## src/rtl/alu_pkg.sv

```systemverilog
// alu_pkg
//   Shared constants for the ALU and its result stage: opcode encodings,
//   bit positions inside the packed {Z,N,C,V} flag nibble, bit positions of
//   the sticky status vector, the skid-buffer occupancy encoding, and a
//   helper that decodes which sticky bits an accepted result should set.
package alu_pkg;

  // Opcode encodings shared with the ALU.
  localparam logic [3:0] OP_ADD  = 4'b0000;
  localparam logic [3:0] OP_SUB  = 4'b0001;
  localparam logic [3:0] OP_MUL  = 4'b0010;
  localparam logic [3:0] OP_DIV  = 4'b0011;
  localparam logic [3:0] OP_AND  = 4'b0100;
  localparam logic [3:0] OP_OR   = 4'b0101;
  localparam logic [3:0] OP_XOR  = 4'b0110;
  localparam logic [3:0] OP_NOT  = 4'b0111;
  localparam logic [3:0] OP_SLT  = 4'b1000;
  localparam logic [3:0] OP_SLTU = 4'b1001;
  localparam logic [3:0] OP_SHL  = 4'b1010;
  localparam logic [3:0] OP_SHR  = 4'b1011;
  localparam logic [3:0] OP_ROL  = 4'b1100;
  localparam logic [3:0] OP_ROR  = 4'b1101;
  localparam logic [3:0] OP_ASR  = 4'b1110;

  // Bit positions inside the flag nibble {Z,N,C,V}.
  localparam int FLAG_Z = 3;
  localparam int FLAG_N = 2;
  localparam int FLAG_C = 1;
  localparam int FLAG_V = 0;

  // Bit positions inside the sticky vector {div_err, ovf, carry}.
  localparam int STK_DIV   = 2;
  localparam int STK_OVF   = 1;
  localparam int STK_CARRY = 0;

  // Occupancy of the two-entry skid buffer, encoded as {out_valid, skid_valid}.
  // The encoding 2'b01 (skid full, main empty) is unreachable.
  typedef enum logic [1:0] {
    SKID_EMPTY = 2'b00,
    SKID_ONE   = 2'b10,
    SKID_FULL  = 2'b11
  } skid_state_e;

  // Sticky bits that an accepted result raises. V means "divide error" when it
  // comes from a divide and "arithmetic overflow" for every other opcode.
  function automatic logic [2:0] sticky_set(input logic [3:0] flags,
                                            input logic [3:0] opcode);
    logic [2:0] set;
    set            = '0;
    set[STK_CARRY] = flags[FLAG_C];
    set[STK_OVF]   = flags[FLAG_V] && (opcode != OP_DIV);
    set[STK_DIV]   = flags[FLAG_V] && (opcode == OP_DIV);
    return set;
  endfunction

endpackage

```

## src/rtl/alu_skid_buffer.sv

```systemverilog
// alu_skid_buffer
//   Two-entry valid/ready skid buffer. The main register drives the output;
//   the skid register catches one transaction that arrives while main is
//   stalled. in_ready comes from a register, so out_ready never reaches the
//   upstream side combinationally.
//
// Ports
//   clk, rst          clock, synchronous active-high reset
//   in_valid/in_ready upstream handshake
//   in_data           upstream payload
//   out_valid/out_ready downstream handshake
//   out_data          payload held in the main register
module alu_skid_buffer
  import alu_pkg::*;
#(
  parameter int WIDTH = 16
) (
  input  logic             clk,
  input  logic             rst,
  input  logic             in_valid,
  output logic             in_ready,
  input  logic [WIDTH-1:0] in_data,
  output logic             out_valid,
  input  logic             out_ready,
  output logic [WIDTH-1:0] out_data
);

  skid_state_e      state;
  logic             ready_q;
  logic [WIDTH-1:0] main_q;
  logic [WIDTH-1:0] skid_q;
  logic             accept;
  logic             issue;

  assign in_ready  = ready_q && !rst;
  assign out_valid = (state != SKID_EMPTY);
  assign out_data  = main_q;

  assign accept = in_valid && ready_q;
  assign issue  = out_valid && out_ready;

  // ready_q tracks "skid will be empty next cycle", so it falls in the same
  // edge that fills skid and rises in the same edge that drains it.
  // NOTE: sequential state uses non-blocking assignments only, so every
  // register in this block samples the pre-edge values of its neighbours.
  always_ff @(posedge clk) begin
    if (rst) begin
      state   <= SKID_EMPTY;
      ready_q <= 1'b0;
      main_q  <= '0;
    end else begin
      case (state)
        SKID_EMPTY: begin
          ready_q <= 1'b1;
          if (accept) begin
            main_q <= in_data;
            state  <= SKID_ONE;
          end
        end
        SKID_ONE: begin
          ready_q <= !(accept && !issue);
          case ({accept, issue})
            2'b01: state <= SKID_EMPTY;
            2'b10: begin
              skid_q <= in_data;
              state  <= SKID_FULL;
            end
            2'b11: main_q <= in_data;
            default: ;
          endcase
        end
        SKID_FULL: begin
          // No accept is possible here: ready_q was low for the whole cycle.
          ready_q <= issue;
          if (issue) begin
            main_q <= skid_q;
            state  <= SKID_ONE;
          end
        end
        default: begin
          state   <= SKID_EMPTY;
          ready_q <= 1'b1;
        end
      endcase
    end
  end

  // NOTE: skid_q is a pure data holder qualified by state, so it is left out of
  // reset; only contents that are visible after reset (main_q) are cleared.

endmodule

```

## src/rtl/alu_result_stage.sv

```systemverilog
// alu_result_stage
//   Registered output stage behind the combinational ALU. Captures result,
//   {Z,N,C,V} flags and opcode through a two-entry skid buffer, and keeps
//   sticky status bits plus a wrapping count of accepted operations.
//
// Ports
//   clk, rst                 clock, synchronous active-high reset
//   in_valid/in_ready        handshake from the ALU
//   in_result/in_flags/in_opcode  ALU outputs and the issuing opcode
//   out_valid/out_ready      handshake to register-file writeback
//   out_result/out_flags/out_opcode  registered copy of the transaction
//   clr_sticky               one-cycle pulse clearing the sticky bits
//   sticky                   {div_err, ovf, carry}
//   op_count                 number of accepted transactions, wrapping
module alu_result_stage
  import alu_pkg::*;
#(
  parameter int NUM_BITS = 8,
  parameter int CNT_BITS = 16
) (
  input  logic                clk,
  input  logic                rst,
  input  logic                in_valid,
  output logic                in_ready,
  input  logic [NUM_BITS-1:0] in_result,
  input  logic [3:0]          in_flags,
  input  logic [3:0]          in_opcode,
  output logic                out_valid,
  input  logic                out_ready,
  output logic [NUM_BITS-1:0] out_result,
  output logic [3:0]          out_flags,
  output logic [3:0]          out_opcode,
  input  logic                clr_sticky,
  output logic [2:0]          sticky,
  output logic [CNT_BITS-1:0] op_count
);

  localparam int PAYLOAD_W = NUM_BITS + 8;

  logic [PAYLOAD_W-1:0] in_payload;
  logic [PAYLOAD_W-1:0] out_payload;
  logic                 accept;

  assign in_payload = {in_result, in_flags, in_opcode};
  assign {out_result, out_flags, out_opcode} = out_payload;

  alu_skid_buffer #(
    .WIDTH (PAYLOAD_W)
  ) u_skid (
    .clk       (clk),
    .rst       (rst),
    .in_valid  (in_valid),
    .in_ready  (in_ready),
    .in_data   (in_payload),
    .out_valid (out_valid),
    .out_ready (out_ready),
    .out_data  (out_payload)
  );

  assign accept = in_valid && in_ready;

  // The clear is applied first and the accept's set bits are OR-ed on top, so
  // a set in the same cycle as a clear survives.
  always_ff @(posedge clk) begin
    if (rst) begin
      sticky   <= '0;
      op_count <= '0;
    end else begin
      sticky <= (clr_sticky ? 3'b000 : sticky)
              | (accept ? sticky_set(in_flags, in_opcode) : 3'b000);
      if (accept) begin
        op_count <= op_count + CNT_BITS'(1);
      end
    end
  end

endmodule

```

## config.mk

```make
export PLATFORM = sky130hd
export DESIGN_NAME = alu_result_stage
export DESIGN_NICKNAME = d
export VERILOG_FILES = /design/src/rtl/alu_pkg.sv /design/src/rtl/alu_skid_buffer.sv /design/src/rtl/alu_result_stage.sv
export SDC_FILE = /design/constraint.sdc
export NUM_CORES = 1
export LEC_CHECK = 0
export CAP_MARGIN = 40
export CORE_MARGIN = 2
export CORE_UTILIZATION = 45
export CTS_CLUSTER_SIZE = 8
export DETAILED_ROUTE_END_ITERATION = 16
export PLACE_DENSITY = 0.81
export SLEW_MARGIN = 10
export SYNTH_ARGS = -nofsm -noshare
export SYNTH_HDL_FRONTEND = slang
export SYNTH_HIERARCHICAL = 1
export SYNTH_SLANG_ARGS = --single-unit
export TNS_END_PERCENT = 100
```

## constraint.sdc

```tcl
create_clock -name clk -period 3.7 [get_ports clk]
set_input_delay 1.11 -clock clk [delete_from_list [all_inputs] [get_ports clk]]
set_output_delay 1.11 -clock clk [all_outputs]
set_load 0.02 [all_outputs]
```

After elaboration in Yosys (flattened, before gate mapping)
Index checks and enable logic that the tools add are counted.

storage, ports and cells
  flip-flop bits (word level) = 54
  input bits = 21

cells by class
  $add $sub $neg = 1
  equal/unequal tests = 11
  muxes and demuxes = 11
  bitwise gates (word level) = 2
  reduce and logical (&&, ||, !) cells = 16

operators with widths
  cell                                                                    number
  16-bit 2-to-1 mux                                                       3
  16-bit one-hot mux with 3 select lines                                  1
  16-bit by 1-bit adder with 16-bit output (second input constant)        1
  2-bit equality test (second input constant)                             4
  1-bit logical AND                                                       7
  3-bit 2-to-1 mux                                                        2
  2-bit one-hot mux with 3 select lines                                   1
  3-bit AND reduction                                                     2
  4-bit by 2-bit equality test with 1-bit output (second input constant)  1
  2-bit 2-to-1 mux                                                        2
  2-bit by 1-bit != test with 1-bit output (second input constant)        2
  4-bit by 2-bit != test with 1-bit output (second input constant)        1
  2-bit one-hot mux with 2 select lines                                   1
  4-bit AND reduction                                                     1
  1-bit logical NOT                                                       3
  3-bit by 2-bit != test with 1-bit output (second input constant)        1
  3-bit bitwise OR                                                        1
  3-bit nonzero test                                                      1
  2-bit by 1-bit equality test with 1-bit output (second input constant)  1
  2-bit logical NOT                                                       1
  2-bit != test (second input constant)                                   1
  1-bit one-hot mux with 2 select lines                                   1
  2-bit nonzero test                                                      1
  1-bit inverter                                                          1

Depth between registers and ports, before layout
Gate-level depths: netlist of run 1.

  depth in word-level cells = 6
  mapped depth = 8
  depth with buffers taken out = 6

Cells and area by module
Netlist of run 1, hierarchy kept.

modules (own cells, without submodules)
  module            times used  cells each  area each (um^2)  seq. area each (um^2)
  alu_skid_buffer   1           121         1581.5            860.8
  alu_result_stage  1           91          828.3             380.4

Least setup slack after synthesis of run 1
OpenSTA, ideal clock, no wires.

  path type = input to register
  start = input port rst
  end = register u_skid.skid_q[0], enable pin
  library setup time = 0.409 ns
  arrival time = 2.489 ns
  data required time = 3.291 ns
  setup slack = 0.802 ns
  stages on the path = 2
  buffers on the path = 1
  cell sequence = clkbuf_1 > nor3_1

between the ends
  word-level cells in the longest chain between the ends = 2

ends and longest elaborated chain
  item                                  line                    text
  from (decl)                           alu_result_stage.sv:22  input logic rst,
  1-bit inverter (no source line)       --
  3-bit AND reduction (no source line)  --
  to (signal assigned)                  alu_skid_buffer.sv:65   skid_q <= in_data;
  to (decl)                             alu_skid_buffer.sv:31   logic [WIDTH-1:0] skid_q;

Every way passes these cells.
A chain may end at the register's enable or synchronous reset.

Worst setup path in the final report of run 1
  start = input port rst
  end = output port in_ready

between the ends
  word-level cells in the longest chain between the ends = 2

ends and longest elaborated chain
  item               line                    text
  1-bit logical NOT  alu_skid_buffer.sv:35   assign in_ready = ready_q && !rst;
  1-bit logical AND  alu_skid_buffer.sv:35
  to (decl)          alu_result_stage.sv:24  output logic in_ready,

Every way passes these cells.

==> metrics.cfg, run 1 <==
[drt]
num_vias = 1815
first_pass_iters = 4
drtIter0Drc = 98
ant_nets = 0
remaining_drc_errors = 0
viasPerCell = 5.34
drt_wl_total_um = 5220
routedWlPerCell_um = 15.4

[clocking]
cts_hold_buf = 0
cts_tree = yes
cts_buffers = 5
clock-sinks = 54
htree_levels = 2
post_cts_buffers = 0
insertion_delay_ps = 300
cts.clk_slew.worst_paths_ps = 90
clockBufferDepth = 2
cts_resized = 0
ctsRootBufferMaster = clkbuf_8

[pwr]
powerDensity_nw_per_um2 = 584
leakage_nw = 1.05
max-vdd-ir-drop_uv = 283

[setup_path]
cp.arrival_ps = 2150
endpoint_kind = primary output
cp_slowest_cell = clkdlybuf4s50_1
crit_chain = buf_2 > nor2b_1 > clkdlybuf4s50_1
path_max_fanout = 5
cp.required_ps = 2590
path_class = input pin to primary output
cp_slowest_stage_delay_ps = 680
cp-start-kind = input pin

[floorplanning]
rows = 26
die_h_um = 77.2
core_area_um2 = 5140
boundaryPins = 58
initial_utilization_pct = 46.9
dieArea_um2 = 5960
die_x_um = 77.2

[sta]
skew_ps = 4.92
slew_headroom_pct = 67.1
slew_violations = 0
timing.hold.ws_ps = 464
period_needed_ps = 3260
hold_viol = 0
period_share_pct = 88.1
fmax_mhz = 307
rsz0062_at_grt = no
tns_ps = 0
setup_violations = 0
worst_pin_slew_ps = 494

[placed_design]
io_buffers = 57
dp_hpwl_um = 3660
place.gp.congestion = 0.765

[grt]
track_usage_pct = 18.1
antenna_found_initial = 0
grt_pass1_vias = 1802
grt_first_pass_wirelength_um = 8730
grt_max_degree = 41
grt_remaining_overflow = 0

[finish]
area_growth_syn_to_layout_pct = 29.2
fin_nets = 295
num_antenna_cells = 0
drive_above_1_share_pct = 11.1

[synth]
synth-edff-count = 16
mappedNetlistArea_um2 = 2410
synth_area_leader_cell = dfxtp_1
yosysTopAreaCellShare_pct = 31.6
ys_types = 42
synthCells = 212
synth-main-ff-cell = dfxtp_1
synth-seq-cells = 54
synthTopCellsByArea = dfxtp_1 (32%), edfxtp_1 (20%), mux2i_1 (7.1%)
syn_avg_cell_area_um2 = 11.4
synthArstFlopShare_pct = 0
ys_warn_count = 6
syn_nets = 238
yosysSeqAreaShare_pct = 51.5

[status]
status = complete, no violations

[run]
timing.max_cap.violations = 0

[worst_hold_path]
hold_path.class = flop to flop

==> sequential cells by signal, indices dropped and copies added (netlist names) <==
name	flops
op_count	16
sticky	3
u_skid/out_data	16
u_skid/ready_q	1
u_skid/skid_q	16
u_skid/state	2
==> cell type report <==
cell class / count / area, um^2
sequential: 54 / 1240
inverter: 4 / 15.0
clock buffer: 7 / 76.3
multi-input combinational: 143 / 1090
tap: 70 / 87.6
fill: 460 / 2030
clock inverter: 1 / 7.51
timing repair buffer: 61 / 596
==> where the power goes <==
| group | switching (mW) | internal, mW |
|---|---|---|
| Clock | 0.175 | 0.134 |
| Combinational | 0.415 | 0.334 |
| Sequential | 0.0528 | 0.706 |
| Total | 0.643 | 1.17 |
==> per-stage QoR <==
step	power, mW	instance area, um^2	std cells	setup slack, ps	utilization, %
6_report	1.82	3110	340	442	60.6
5_1_grt	1.93	3110	340	353	60.6
4_1_cts	1.83	3110	340	455	60.6
3_5_place_dp	1.52	3030	332	466	59.0
3_3_place_gp	1.50	3030	332	481	59.0
2_1_floorplan	1.26	2410	212	802	-
==> logic make-up after synthesis <==
logic type                 share of synthesized area (%)
buffers and inverters                               3.43
AOI/OAI and AO/OA                                   15.9
adders and majority gates                           2.60
DFF                                                 51.5
muxes                                               7.06
and+or+nand+nor                                     14.8
xor gates and xnor gates                            4.72
==> cells in the mapped netlist, types with 3 or more instances <==
cell type / number
xnor2_1: 3
buf_6: 3
nor3_1: 4
clkbuf_1: 4
a21oi_1: 19
mux2i_1: 17
buf_2: 3
nand4_1: 9
a211oi_1: 7
edfxtp_1: 16
nor2b_1: 3
a211oi_2: 10
o21ai_0: 3
inv_1: 4
nand3_1: 3
ha_1: 5
xor2_1: 10
nand2_1: 7
and4_1: 3
nor2_1: 18
dfxtp_1: 38
==> critical path, delay by kind of cell <==
kind                   cells  cell delay [ps]
buffers and inverters      2              790
and+or+nand+nor            1              240
==> layout by cell type, fill, tap and decap left out, drive strengths merged, types with 2 or more instances in the layout <==
cell / n
or3: 2
a211oi: 17
nand3b: 2
buf: 5
clkdlybuf4s50: 56
and2: 3
a21oi: 19
nand2: 7
ha: 5
nand4: 10
xnor2: 3
and4: 4
nor2: 18
dfxtp: 38
nand3: 4
inv: 4
clkbuf: 7
mux2i: 17
edfxtp: 16
xor2: 10
nor2b: 3
nor3: 4
o21ai: 4
==> per-layer routing <==
metal  up-vias  GRT usage [%]  part of all wire, %
met2        54           30.8                   49
met1       861           22.8                   45
met4         0           6.25                  1.0
li1        894              -                    -
met5         -              0                    0
met3         6           3.65                  4.8
==> worst paths after layout <==
path	start	to	slack, ps	cells after the start
max	rst	in_ready	440	3
max reg2reg	u_skid/state[0]$_SDFFE_PP0P_	u_skid/out_data[10]$_SDFFE_PP0P_	1730	5
min reg2reg	sticky[1]$_SDFF_PP0_	sticky[1]$_SDFF_PP0_	460	2
min	sticky[1]$_SDFF_PP0_	sticky[1]$_SDFF_PP0_	460	2
(Power assumes the default switching activity.)
==> run 2, diff against run 1 <==
--- a/config.mk
+++ b/config.mk
@@ -10,7 +10,9 @@
 export CORE_UTILIZATION = 45
 export CTS_CLUSTER_SIZE = 8
 export DETAILED_ROUTE_END_ITERATION = 16
-export PLACE_DENSITY = 0.81
+export PLACE_DENSITY = 0.74
+export RECOVER_POWER = 25
+export SETUP_SLACK_MARGIN = 0.05
 export SLEW_MARGIN = 10
 export SYNTH_ARGS = -nofsm -noshare
 export SYNTH_HDL_FRONTEND = slang
==> metrics.cfg, run 2 (synthesis gave the netlist of run 1 again) <==
[status]
status = complete, no violations

[setup_path]
cp.required_ps = 2590
path_class = input pin to primary output
crit_family = buffers and inverters
cp-start-kind = input pin
cp.arrival_ps = 2160
cp_slowest_stage_delay_ps = 670
cp_slowest_cell = clkdlybuf4s50_1
path_max_fanout = 5
endpoint_kind = primary output
path_buf_inv = 2
crit_chain = buf_2 > nor2b_1 > clkdlybuf4s50_1

[finish]
area_growth_syn_to_layout_pct = 29.2
fillers = 473
finalInstanceArea_um2 = 3110
layout_commonest_cell = clkdlybuf4s50_1
num_antenna_cells = 0
drive_above_1_share_pct = 11.5
fin_nets = 295
mostFrequentLayoutCells = clkdlybuf4s50_1 (39), dfxtp_1 (38), a21oi_1 (19)

[clocking]
clockBufferDepth = 2
post_cts_buffers = 0
cts_hold_buf = 0
clock-sinks = 54
insertion_delay_ps = 300
htree_levels = 2
ctsRootBufferMaster = clkbuf_8
cts_resized = 0
cts_buffers = 5
cts_tree = yes
cts.clk_slew.worst_paths_ps = 90

[sta]
skew_ps = 8.60
worst_pin_slew_ps = 484
period_share_pct = 88.4
period_needed_ps = 3270
rsz0062_at_grt = no
worst_slack_ps = 430
slew_headroom_pct = 67.7
tns_ps = 0
slew_violations = 0
fmax_mhz = 306
setup_violations = 0
hold_viol = 0

[pwr]
power.switching_uw = 647
max-vdd-ir-drop_uv = 285
powerDensity_nw_per_um2 = 583
clock_power_share_pct = 17.2
power_frac_comb_pct = 41.1
pwr-share-seq_pct = 41.8
leakage_nw = 1.06
netSwitchingFraction_pct = 35.7
intPower_mw = 1.17

[grt]
grt_max_degree = 41
grt_remaining_overflow = 0
grt_pass1_vias = 1804
grt_first_pass_wirelength_um = 8840
track_usage_pct = 18.3
antenna_found_initial = 0

[placed_design]
io_buffers = 57
pre_cts_slack_ps = 450
dp_hpwl_um = 3380
place.gp.congestion = 0.729
placed_cell_area_um2 = 3030

[floorplanning]
initial_utilization_pct = 46.9
boundaryPins = 58
die_x_um = 77.2
rows = 26
core_area_um2 = 5140
die_h_um = 77.2
dieArea_um2 = 5960

[drt]
drt_wl_total_um = 5020
ant_nets = 0
num_vias = 1810
remaining_drc_errors = 0
drtIter0Drc = 60
viasPerCell = 5.32
first_pass_iters = 4
routedWlPerCell_um = 14.8

[worst_hold_path]
hold_path.class = flop to flop

[run]
timing.max_cap.violations = 0

[run 2: cell count changes in the layout (fill, tap and decap cells not counted)]
cell | previous run | this run
clkdlybuf4s50_1 | 56 | 39
dlygate4sd3_1 | 0 | 17
clkinv_2 | 0 | 2
and2_0 | 0 | 1
and2_1 | 2 | 1
clkbuf_1 | 2 | 1
clkinvlp_4 | 1 | 0
[run 2: stage by stage]
stage               total power [mW]  utilization (%)  instances  hold WS, ps
finish                          1.81             60.6        340          468
CTS                             1.83             60.6        340          472
global route                    1.92             60.6        340          495
detailed placement              1.52             59.0        332          460
global placement                1.51             59.0        332          448
floorplan                       1.26                -        212          533
[run 2: power by group through the flow]
stage	Sequential [mW]	Combinational, mW	Clock [mW]
global route	0.773	0.804	0.345
detailed placement	0.773	0.749	0
CTS	0.759	0.751	0.324
floorplan	0.864	0.401	0
finish	0.757	0.745	0.312
global placement	0.768	0.738	0
[run 2: worst paths after layout]
kind | cells after the start | start | end | slack [ps]
max | 3 | rst | in_ready | 430
min | 2 | sticky[1]$_SDFF_PP0_ | sticky[1]$_SDFF_PP0_ | 470
max reg2reg | 5 | u_skid/state[0]$_SDFFE_PP0P_ | u_skid/out_data[11]$_SDFFE_PP0P_ | 1720
min reg2reg | 2 | sticky[1]$_SDFF_PP0_ | sticky[1]$_SDFF_PP0_ | 470
[run 2: final cells by class]
cell class,instances,area (um^2),area share [%]
multi-input cells,143,1090,35.0
repair buffers,61,596,19.1
inverters,4,15.0,0.482
clock inverters,2,10.0,0.322
well taps,70,87.6,2.81
flip-flops and latches,54,1240,39.9
clock buffers,6,72.6,2.33
[run 2: routing by layer]
metal	share of wire [%]	up-vias	global-route usage, %	wire, um
li1	-	893	-	-
met1	49	867	24.6	2470
met2	45	43	28.8	2250
met3	4.7	7	3.88	236
met4	1.2	0	7.14	59
met5	0	-	0	0
[run 2: worst register-to-register path, delay by kind of cell, from the launching register on]
kind	cells	cell delay, ps
AOI/OAI and AO/OA	2	510
adders and majority gates	1	370
and+or+nand+nor	2	620
DFF	1	340
==> run 3, diff against run 2 <==
--- a/config.mk
+++ b/config.mk
@@ -10,7 +10,7 @@
 export CORE_UTILIZATION = 45
 export CTS_CLUSTER_SIZE = 8
 export DETAILED_ROUTE_END_ITERATION = 16
-export PLACE_DENSITY = 0.74
+export PLACE_DENSITY_LB_ADDON = 0.12
 export RECOVER_POWER = 25
 export SETUP_SLACK_MARGIN = 0.05
 export SLEW_MARGIN = 10
==> metrics.cfg, run 3 (synthesis gave the netlist of run 1 again) <==
[placed_design]
placed_cell_area_um2 = 3030
io_buffers = 57
dp_hpwl_um = 3460
dp_cells = 332
place.gp.congestion = 0.745

[pwr]
clock_power_share_pct = 17.7
intPower_mw = 1.17
leakage_nw = 1.06
power_frac_comb_pct = 40.6
powerDensity_nw_per_um2 = 586
pwr-share-seq_pct = 41.8
max-vdd-ir-drop_uv = 317
power.switching_uw = 659
netSwitchingFraction_pct = 36.1

[setup_path]
path_max_fanout = 5
endpoint_kind = primary output
path_class = input pin to primary output
cp.arrival_ps = 2120
cp.required_ps = 2590
cp-start-kind = input pin

[clocking]
cts_buffers = 5
post_cts_buffers = 0
cts_tree = yes
clock-sinks = 54
htree_levels = 2
clockBufferDepth = 2
cts_resized = 0
cts_hold_buf = 0
insertion_delay_ps = 300
cts.clk_slew.worst_paths_ps = 90
ctsRootBufferMaster = clkbuf_8

[sta]
rsz0062_at_grt = no
hold_viol = 0
setup_violations = 0
timing.hold.ws_ps = 466
slew_headroom_pct = 66.5
period_needed_ps = 3230
period_share_pct = 87.2
fmax_mhz = 310
slew_violations = 0
tns_ps = 0
worst_pin_slew_ps = 501
skew_ps = 5.45

[grt]
antenna_found_initial = 0
grt_remaining_overflow = 0
grt_max_degree = 41
grt_first_pass_wirelength_um = 8760
track_usage_pct = 18.1
grt_pass1_vias = 1752

[floorplanning]
dieArea_um2 = 5960
initial_utilization_pct = 46.9
die_x_um = 77.2
core_area_um2 = 5140
die_h_um = 77.2
boundaryPins = 58
rows = 26

[drt]
routedWlPerCell_um = 14.8
drtIter0Drc = 112
viasPerCell = 5.24
remaining_drc_errors = 0
first_pass_iters = 6
drt_wl_total_um = 5030
ant_nets = 0
num_vias = 1783

[worst_hold_path]
hold_path.class = flop to flop

[finish]
drive_above_1_share_pct = 11.5
utilization_pct = 60.6
area_growth_syn_to_layout_pct = 29.3
mostFrequentLayoutCells = clkdlybuf4s50_1 (38), dfxtp_1 (38), a21oi_1 (19)
stdcell_count = 340
num_antenna_cells = 0
fillers = 461
finalInstanceArea_um2 = 3120
fin_nets = 295

[run]
timing.max_cap.violations = 0

[status]
status = complete, no violations

[run 3: worst max-delay path: stages]
cell	delay, ps
buf_2	110
nor2b_1	230
clkdlybuf4s50_1	660
[run 3: through the flow]
| step | setup slack [ps] | power, mW |
|---|---|---|
| floorplan | 802 | 1.26 |
| global placement | 495 | 1.51 |
| detailed placement | 488 | 1.52 |
| CTS | 483 | 1.84 |
| global route | 417 | 1.93 |
| finish | 474 | 1.82 |
[run 3: area by class of cell]
class	count	area, um^2	share of cell area [%]
Tap cell	70	87.6	2.81
Timing Repair Buffer	61	596	19.1
Inverter	4	15.0	0.482
Clock inverter	3	16.3	0.522
Sequential cell	54	1240	39.8
Multi-Input combinational cell	143	1090	35.0
Clock buffer	5	68.8	2.21
[run 3: path summary, 6_finish.rpt]
path,start,slack [ps],end,cells past startpoint
hold reg to reg,sticky[1]$_SDFF_PP0_,470,sticky[1]$_SDFF_PP0_,2
setup / recovery,rst,470,in_ready,3
hold / removal,sticky[1]$_SDFF_PP0_,470,sticky[1]$_SDFF_PP0_,2
setup reg to reg,u_skid/state[0]$_SDFFE_PP0P_,1690,u_skid/out_data[12]$_SDFFE_PP0P_,6
[run 3: routing by layer]
metal	vias up	global-route usage, %	part of all wire (%)
li1	897	-	-
met3	4	3.41	4.3
met2	43	28.5	45
met1	839	25.4	50
met4	0	4.82	0.64
met5	-	0	0
[run 3: power groups by stage]
stage	registers, mW	clock network (mW)	logic (mW)
detailed placement	0.776	0	0.749
CTS	0.764	0.329	0.749
global placement	0.774	0	0.738
finish	0.762	0.322	0.741
floorplan	0.864	0	0.401
global route	0.776	0.351	0.800
